## src/rtl/mem_access.sv

```systemverilog
// Load/store stage: drives a 32-bit word bus with valid/ready, splits misaligned
// accesses into two beats and returns extended load data as a writeback pulse.
module mem_access (
  input  logic        clk_i,
  input  logic        rst_i,
  input  logic        req_ld_i,
  input  logic        req_wr_i,
  input  logic [1:0]  req_size_i,
  input  logic        req_unsigned_i,
  input  logic [31:0] req_addr_i,
  input  logic [31:0] req_data_i,
  input  logic [4:0]  req_rd_i,
  output logic        req_ready_o,
  output logic        bus_valid_o,
  output logic        bus_we_o,
  output logic [31:0] bus_addr_o,
  output logic [3:0]  bus_wstrb_o,
  output logic [31:0] bus_wdata_o,
  input  logic        bus_ready_i,
  input  logic        bus_rvalid_i,
  input  logic [31:0] bus_rdata_i,
  output logic        wb_en_o,
  output logic [4:0]  wb_addr_o,
  output logic [31:0] wb_data_o,
  output logic        err_o
);

  localparam logic [2:0] S_IDLE = 3'd0;
  localparam logic [2:0] S_REQ0 = 3'd1;
  localparam logic [2:0] S_RSP0 = 3'd2;
  localparam logic [2:0] S_REQ1 = 3'd3;
  localparam logic [2:0] S_RSP1 = 3'd4;

  logic [2:0]  state_q, state_d;
  logic        ld_q, ld_d, uns_q, uns_d, split_q, split_d;
  logic [1:0]  size_q, size_d, off_q, off_d;
  logic [31:0] data_q, data_d, r0_q, r0_d;
  logic [4:0]  rd_q, rd_d;
  logic        valid_q, valid_d, we_q, we_d;
  logic [31:0] baddr_q, baddr_d, wdata_q, wdata_d;
  logic [3:0]  wstrb_q, wstrb_d;
  logic        wb_en_q, wb_en_d, err_q, err_d;
  logic [4:0]  wb_addr_q, wb_addr_d;
  logic [31:0] wb_data_q, wb_data_d;
  logic        fin;
  logic [31:0] fin_raw;

  function automatic logic [3:0] size_mask(input logic [1:0] size);
    case (size)
      2'd0:    return 4'b0001;
      2'd1:    return 4'b0011;
      default: return 4'b1111;
    endcase
  endfunction

  function automatic logic [31:0] merge(input logic [31:0] r1, input logic [31:0] r0,
                                        input logic [1:0] off);
    logic [63:0] both;
    both = {r1, r0} >> {off, 3'b000};
    return both[31:0];
  endfunction

  function automatic logic [31:0] extend(input logic [31:0] raw, input logic [1:0] size,
                                         input logic uns);
    logic signed [31:0] sb, sh;
    sb = 32'(signed'(raw[7:0]));
    sh = 32'(signed'(raw[15:0]));
    case (size)
      2'd0:    return uns ? {24'b0, raw[7:0]} : sb;
      2'd1:    return uns ? {16'b0, raw[15:0]} : sh;
      default: return raw;
    endcase
  endfunction

  always_comb begin
    state_d = state_q;  ld_d = ld_q;  uns_d = uns_q;  split_d = split_q;
    size_d = size_q;  off_d = off_q;  data_d = data_q;  rd_d = rd_q;  r0_d = r0_q;
    valid_d = valid_q;  we_d = we_q;  baddr_d = baddr_q;
    wstrb_d = wstrb_q;  wdata_d = wdata_q;
    wb_en_d = 1'b0;  wb_addr_d = wb_addr_q;  wb_data_d = wb_data_q;  err_d = 1'b0;
    fin = 1'b0;  fin_raw = '0;
    case (state_q)
      S_IDLE: begin
        if (req_ld_i || req_wr_i) begin
          if (req_size_i == 2'd3 || (req_ld_i && req_wr_i)) begin
            err_d = 1'b1;
          end else begin
            state_d = S_REQ0;
            ld_d    = req_ld_i;
            uns_d   = req_unsigned_i;
            size_d  = req_size_i;
            off_d   = req_addr_i[1:0];
            data_d  = req_data_i;
            rd_d    = req_rd_i;
            r0_d    = '0;
            split_d = (req_size_i == 2'd1 && req_addr_i[1:0] == 2'd3) ||
                      (req_size_i == 2'd2 && req_addr_i[1:0] != 2'd0);
            valid_d = 1'b1;
            we_d    = req_wr_i;
            baddr_d = {req_addr_i[31:2], 2'b00};
            wstrb_d = req_wr_i ? size_mask(req_size_i) << req_addr_i[1:0] : 4'b0000;
            wdata_d = req_wr_i ? req_data_i << {req_addr_i[1:0], 3'b000} : 32'd0;
          end
        end
      end
      S_REQ0: begin
        if (bus_ready_i) begin
          if (ld_q) begin
            state_d = S_RSP0;
            valid_d = 1'b0;
          end else if (split_q) begin
            // Second store beat follows back-to-back with the upper bytes.
            state_d = S_REQ1;
            baddr_d = baddr_q + 32'd4;
            wstrb_d = size_mask(size_q) >> (3'd4 - {1'b0, off_q});
            wdata_d = data_q >> (6'd32 - {1'b0, off_q, 3'b000});
          end else begin
            state_d = S_IDLE;
            valid_d = 1'b0;
          end
        end
      end
      S_RSP0: begin
        if (bus_rvalid_i) begin
          r0_d = bus_rdata_i;
          if (split_q) begin
            state_d = S_REQ1;
            valid_d = 1'b1;
            baddr_d = baddr_q + 32'd4;
          end else begin
            fin     = 1'b1;
            fin_raw = merge(32'd0, bus_rdata_i, off_q);
          end
        end
      end
      S_REQ1: begin
        if (bus_ready_i) begin
          valid_d = 1'b0;
          state_d = ld_q ? S_RSP1 : S_IDLE;
        end
      end
      S_RSP1: begin
        if (bus_rvalid_i) begin
          fin     = 1'b1;
          fin_raw = merge(bus_rdata_i, r0_q, off_q);
        end
      end
      default: state_d = S_IDLE;
    endcase
    if (fin) begin
      state_d   = S_IDLE;
      wb_en_d   = (rd_q != 5'd0);
      wb_addr_d = rd_q;
      wb_data_d = extend(fin_raw, size_q, uns_q);
    end
  end

  always_ff @(posedge clk_i) begin
    if (rst_i) begin
      state_q <= S_IDLE;  ld_q <= 1'b0;  uns_q <= 1'b0;  split_q <= 1'b0;
      size_q <= '0;  off_q <= '0;  data_q <= '0;  rd_q <= '0;  r0_q <= '0;
      valid_q <= 1'b0;  we_q <= 1'b0;  baddr_q <= '0;  wstrb_q <= '0;  wdata_q <= '0;
      wb_en_q <= 1'b0;  wb_addr_q <= '0;  wb_data_q <= '0;  err_q <= 1'b0;
    end else begin
      state_q <= state_d;  ld_q <= ld_d;  uns_q <= uns_d;  split_q <= split_d;
      size_q <= size_d;  off_q <= off_d;  data_q <= data_d;  rd_q <= rd_d;  r0_q <= r0_d;
      valid_q <= valid_d;  we_q <= we_d;  baddr_q <= baddr_d;
      wstrb_q <= wstrb_d;  wdata_q <= wdata_d;
      wb_en_q <= wb_en_d;  wb_addr_q <= wb_addr_d;  wb_data_q <= wb_data_d;  err_q <= err_d;
    end
  end

  assign req_ready_o = (state_q == S_IDLE);
  assign bus_valid_o = valid_q;
  assign bus_we_o    = we_q;
  assign bus_addr_o  = baddr_q;
  assign bus_wstrb_o = wstrb_q;
  assign bus_wdata_o = wdata_q;
  assign wb_en_o     = wb_en_q;
  assign wb_addr_o   = wb_addr_q;
  assign wb_data_o   = wb_data_q;
  assign err_o       = err_q;

endmodule

```

## config.mk

```make
export PLATFORM = sky130hd
export DESIGN_NAME = mem_access
export DESIGN_NICKNAME = d
export VERILOG_FILES = /design/src/rtl/mem_access.sv
export SDC_FILE = /design/constraint.sdc
export NUM_CORES = 1
export LEC_CHECK = 0
export ABC_AREA = 1
export ABC_CLOCK_PERIOD_IN_PS = 2600
export CELL_PAD_IN_SITES_DETAIL_PLACEMENT = 0
export CELL_PAD_IN_SITES_GLOBAL_PLACEMENT = 1
export CORE_UTILIZATION = 25
export CTS_BUF_LIST = sky130_fd_sc_hd__clkbuf_16
export CTS_CLUSTER_SIZE = 30
export DETAILED_ROUTE_END_ITERATION = 8
export DONT_BUFFER_PORTS = 1
export PLACE_DENSITY_LB_ADDON = 0.3
export SLEW_MARGIN = 20
export SYNTH_ARGS = -nofsm -noshare
export SYNTH_HDL_FRONTEND = slang
export SYNTH_SLANG_ARGS = --single-unit
```

## constraint.sdc

```tcl
create_clock -name clk_i -period 2.6 [get_ports clk_i]
set_clock_uncertainty 0.1 [all_clocks]
set_input_delay 0.52 -clock clk_i [delete_from_list [all_inputs] [get_ports clk_i]]
set_output_delay 0.52 -clock clk_i [all_outputs]
set_load 0.02 [all_outputs]
```

* After elaboration in Yosys (flattened, before gate mapping) *
Index checks and enable logic that the tools add are counted.

word-level totals
  flip-flop bits (word level) = 188
  output and inout port bits = 110
  input bits = 110
  logic and storage cells = 139

cells by class
  reductions and logical operators = 24
  bitwise operators = 5
  shift operators = 6
  add/subtract/negate cells = 3
  eq/ne operators = 18
  mux-type cells = 65

operator list
  operator                                                               number
  32-bit 2-to-1 mux                                                      20
  32-bit one-hot mux with 2 select lines                                 4
  32-bit one-hot mux with 3 select lines                                 1
  64-bit by 5-bit >> shifter with 32-bit output                          1
  4-bit 2-to-1 mux                                                       13
  32-bit by 3-bit adder with 32-bit output, second input constant        1
  32-bit by 5-bit left shift with 32-bit output                          1
  32-bit by 5-bit >> shifter with 32-bit output                          1
  32-bit by 6-bit >> shifter with 32-bit output                          1
  4-bit one-hot mux with 2 select lines                                  3
  3-bit 2-to-1 mux                                                       7
  3-bit one-hot mux with 5 select lines                                  1
  2-bit inequality test, second input constant                           7
  1-bit 2-to-1 mux                                                       12
  6-bit AND reduction                                                    2
  8-bit AND reduction                                                    1
  7-bit AND reduction                                                    1
  2-bit equality test, second input constant                             3
  3-bit by 2-bit equality test with 1-bit output, second input constant  2
  2-bit nonzero test                                                     3
  6-bit by 5-bit subtractor with 6-bit output, first input constant      1
  1-bit NOT                                                              5
  5-bit nonzero test                                                     1
  2-bit by 1-bit equality test with 1-bit output, second input constant  2
  other kinds (20)                                                       27

* Logic depth before layout (Yosys ltp) *
  word-level depth = 11
  depth in mapped cells = 13
  gate-level depth less buffers = 11

* Least setup slack after synthesis *
Ideal clock, no wire load.

  path type = register to register
  from = reg off_q[0]
  to = reg wdata_q[15] (netlist: bus_wdata_o[15])
  library setup time = 0.116 ns
  required time = 2.384 ns
  clock period less this slack = 2.333 ns
  stages on the path, launching flop included = 13
  setup slack = 0.267 ns
  arrival time = 2.117 ns
  path buffers = 5
  path through = dfxtp_1 -> inv_1 -> buf_2 -> buf_2 -> buf_2 -> ha_1 -> clkbuf_1 -> clkbuf_1 -> nand2_1 -> nand3_1 -> o21ai_0 -> nor2_1 -> nor2_1

between the ends
  longest elaborated chain between the ends = 6

ends and longest elaborated chain
  what                                           line  RTL
  start, declared                                36    logic [1:0] size_q, size_d, off_q, off_d;
  start signal, assigned                         161   size_q <= '0; off_q <= '0; data_q <= '0; rd_q <= '0; r0_q <= '0;
  start signal, assigned                         166   size_q <= size_d; off_q <= off_d; data_q <= data_d; rd_q <= rd_d; r0_q <= r0_d;
  6-bit by 5-bit subtractor with 6-bit output    116   wdata_d = data_q >> (6'd32 - {1'b0, off_q, 3'b000});
  32-bit by 6-bit >> shifter with 32-bit output  116
  32-bit 2-to-1 mux                              111   end else if (split_q) begin
  32-bit 2-to-1 mux                              108   if (ld_q) begin
  32-bit 2-to-1 mux                              107   if (bus_ready_i) begin
  32-bit one-hot mux with 2 select lines         82    case (state_q)
  end signal, assigned                           168   wstrb_q <= wstrb_d; wdata_q <= wdata_d;
  end, declared                                  40    logic [31:0] baddr_q, baddr_d, wdata_q, wdata_d;

Every way passes these cells. The select of a mux whose other input is x is not followed.
A chain may end at the register's enable or synchronous reset.

* Worst setup path in the final report *
  from = reg state_q[1]
  to = reg wb_data_q[22] (netlist: wb_data_o[22])

between the ends
  longest elaborated chain between the ends = 4
  elaborated cells between the ends (all ways) = 7
  classes of those cells = eq/ne: 2; mux: 5

ends and longest elaborated chain
  what                                                                                   line    RTL
  start, declared                                                                        34      logic [2:0] state_q, state_d;
  start signal, assigned                                                                 165     state_q <= state_d; ld_q <= ld_d; uns_q <= uns_d; split_q <= split_d;
  3-bit equality test or 3-bit by 2-bit equality test with 1-bit output (tied branches)  82
  32-bit one-hot mux with 2 select lines                                                 82
  32-bit 2-to-1 mux, on equally long branches                                            70, 69
  32-bit one-hot mux with 2 select lines                                                 68      case (size)
  end signal, assigned                                                                   169     wb_en_q <= wb_en_d; wb_addr_q <= wb_addr_d; wb_data_q <= wb_data_d; err_q <= err_d;
  end, declared                                                                          44      logic [31:0] wb_data_q, wb_data_d;

Several ways; a longest one is shown, not always the timed one.

==> flow_metrics.py <==
metrics = {
    "die": {
        "coreArea_sq_um": 43400,
        "die_h_um": 212,
        "pin_count": 220,
        "dieArea_sq_um": 45100,
        "start_util": 0.255,
        "die_w_um": 212,
        "rows": 76,
    },
    "yosys": {
        "ys.warnings.count": 0,
        "synth_area_per_cell_sq_um": 6.08,
        "synth_mux_area_frac": 0.00633,
        "yosysTopAreaCell": "dfxtp_1",
        "synth.ff_latch_count": 186,
        "synth_area_sq_um": 11100,
        "synth_top_family_by_area": "simple AND/OR/NAND/NOR gates",
        "ys.flop_type": "dfxtp_1",
        "async_flop_share": 0,
        "synth_area_leaders": "dfxtp_1 34%, nand2_1 19%, o21ai_0 9.6%",
        "synth.distinct_cells": 44,
        "synthXorXnorAreaFrac": 0.00158,
        "synth_compound_area_frac": 0.168,
        "syn_inst": 1821,
        "synthSimpleGateAreaFrac": 0.392,
        "yosysSeqAreaShare": 0.336,
        "synth_top_area_frac": 0.336,
        "synthAdderAreaFrac": 0.00226,
        "synth_edf_count": 0,
    },
    "placed_design": {
        "dp_hpwl_um": 30000,
        "gp_congestion": 0.846,
        "placed_cell_area_sq_um": 11600,
        "port_buffers": 0,
        "numPlacedInstances": 2329,
    },
    "timing": {
        "final-max-slew-violation-count": 0,
        "worstMarginPinSlew_ps": 676,
        "fin_setup_tns_ps": 0,
        "setup_viol": 0,
        "min_period_ps": 2200,
        "rsz0062_at_grt": "false",
        "timing.final.hold_violations": 0,
        "post-route-period-util": 0.845,
        "slew_headroom": 0.549,
        "timing.hold.ws_ps": 53.8,
        "max_freq_mhz": 455,
    },
    "worst_setup_path": {
        "regToRegEndpoint": "wb_data_o[22]",
        "reg2reg_slack_ps": 400,
        "cp-end-kind": "flop",
        "crit_start": "state_q[1]",
        "arrival_ps": 2530,
        "r2r-start": "state_q[1]",
        "startpoint_type": "flop",
        "r2r_cells": 10,
        "worstSetupEndpoint": "wb_data_o[22]",
        "cp.required_ps": 2940,
        "critical_path_class": "reg -> reg",
        "path_max_fanout": 30,
    },
    "global_routing": {
        "grt_pass1_wl_um": 64800,
        "antenna_found_initial": 1,
        "grt_pass1_vias": 10600,
        "grtUsageTotal": 0.191,
        "overflow": 0,
        "grt_max_degree": 112,
    },
    "power_and_ir_drop": {
        "powerDensity_nw_per_um2": 1150,
        "p_leak_nw": 4.85,
        "irDropWorstVdd_uv": 449,
    },
    "clock_network": {
        "cts_buffer_depth": 2,
        "cts_num_sinks": 186,
        "clockRootBuffer": "clkbuf_16",
        "htreeDepth": 4,
        "clock_latency_ps": 490,
        "cts_tree": "done",
        "cts_resized": 0,
        "clkTransAtPathRegs_ps": 80,
        "numCtsBuffers": 17,
    },
    "cells_and_area": {
        "drive_above_1_share": 0.0687,
        "fin_area_sq_um": 12200,
        "fin_cells": 2362,
        "num-nets-final": 1877,
        "areaGrowthSynthToFinish_pct": 9.93,
        "n_antenna_cell": 0,
    },
    "route": {
        "drc": 0,
        "ant_nets": 0,
        "dr.first_iter.drc_count": 874,
        "vias": 11500,
        "routed_wirelength_um": 42900,
        "firstDrtPassIters": 5,
        "wl_per_cell_um": 18.2,
        "vias_per_cell": 4.85,
    },
    "flow_run": {
        "maxCapViolations": 0,
    },
    "outcome": {
        "outcome": "complete, no violations",
    },
    "hold_path": {
        "hold_path_class": "in -> reg",
        "min_path_cells": 2,
        "holdCritStartpoint": "req_data_i[23]",
    },
}
final cells by class:
cell class | count | area (sq um)
Fill cell | 4982 | 31200
Timing Repair Buffer | 42 | 388
Clock buffer | 17 | 425
Multi-Input combinational cell | 1406 | 6320
Inverter | 112 | 430
Tap cell | 585 | 732
Sequential cell | 186 | 3730
Clock inverter | 14 | 139
metal layers:
metal	GRT usage	wire [um]	vias to the layer above
li1	-	-	5822
met1	0.243	18900	5300
met2	0.306	20100	299
met3	0.0614	3240	32
met4	0.0581	609	2
met5	0	13	-
logic make-up after synthesis:
| kind of cell | Yosys count |
|---|---|
| AND/OR/NAND/NOR | 1034 |
| AO/OA/AOI/OAI | 359 |
| buffers and inverters | 230 |
| flip-flops | 186 |
| multiplexers | 7 |
| adder cells (fa/ha/maj) | 2 |
| XOR/XNOR | 2 |
| other | 1 |
per-stage QoR:
step                      utilization  setup slack [ps]  power, mW
after CTS                       0.281               395       14.1
after global routing            0.281               209       15.1
final                           0.281               404       13.9
after floorplan                     -               267       9.73
after global placement          0.267               405       11.3
after detailed placement        0.267               354       11.3
where the power goes:
group	leakage, nW	internal (mW)	total (mW)	switching, mW
registers	1.53	3.69	5.08	1.39
clock network	0.275	1.34	2.68	1.34
logic	3.05	1.92	6.18	4.26
worst max-delay path, cell delays in order, from the launching register on:
cell and delay, ps:
dfxtp_1 480, buf_4 210, nand2_4 90, nor3_4 230
buf_4 420, nand2_1 90, nand2_1 170, nand2_1 130
nand2_1 80, nor2_1 40, nor2_1 70
how the worst min path moves through the flow:
stage                            end  slack, ps
after global placement       r0_q[2]        350
after detailed placement    r0_q[22]        350
final                     data_q[23]         50
after floorplan              rd_q[3]        340
after global routing      data_q[27]         30
after CTS                 data_q[20]         10
synthesized netlist by cell type, drive strengths merged, types with 2 or more instances:
| cell | count |
|---|---|
| o21ai | 228 |
| nor2 | 226 |
| ha | 2 |
| or2 | 9 |
| nand3 | 196 |
| o211ai | 13 |
| clkbuf | 50 |
| dfxtp | 186 |
| buf | 68 |
| a31oi | 8 |
| inv | 110 |
| nor3 | 28 |
| nand4 | 5 |
| nand2 | 567 |
| o22ai | 9 |
| mux2i | 7 |
| a21oi | 99 |
| clkinv | 2 |
state kept, by name (all words and copies together) (netlist names), 3 cells and up:
signal	flops
bus_wstrb_o	4
r0_q	32
wb_addr_o	5
bus_wdata_o	32
wb_data_o	32
rd_q	5
bus_addr_o	30
state_q	3
data_q	32
timing repair:
action / CTS / global route
setup endpoints to repair: 0 / 0
hold endpoints to repair: 46 / 0
hold buffers: 2 / 0
setup buffers: 0 / 0
layout by cell type (no fill, tap or decap), types with 3 or more instances in the layout:
cell type,n
a21oi_1,98
a31oi_1,8
buf_12,4
buf_4,36
clkbuf_16,17
clkinv_4,3
dfxtp_1,184
inv_1,97
inv_2,11
inv_6,7
mux2i_1,7
nand2_1,555
nand2_2,8
nand2_4,4
nand3_1,195
nand4_1,5
nor2_1,218
nor2_2,3
nor2_4,4
nor3_1,26
o211ai_1,13
o21ai_0,212
o21ai_1,15
o22ai_1,9
or2_2,9
No activity file was read; power rests on OpenSTA's default activity.
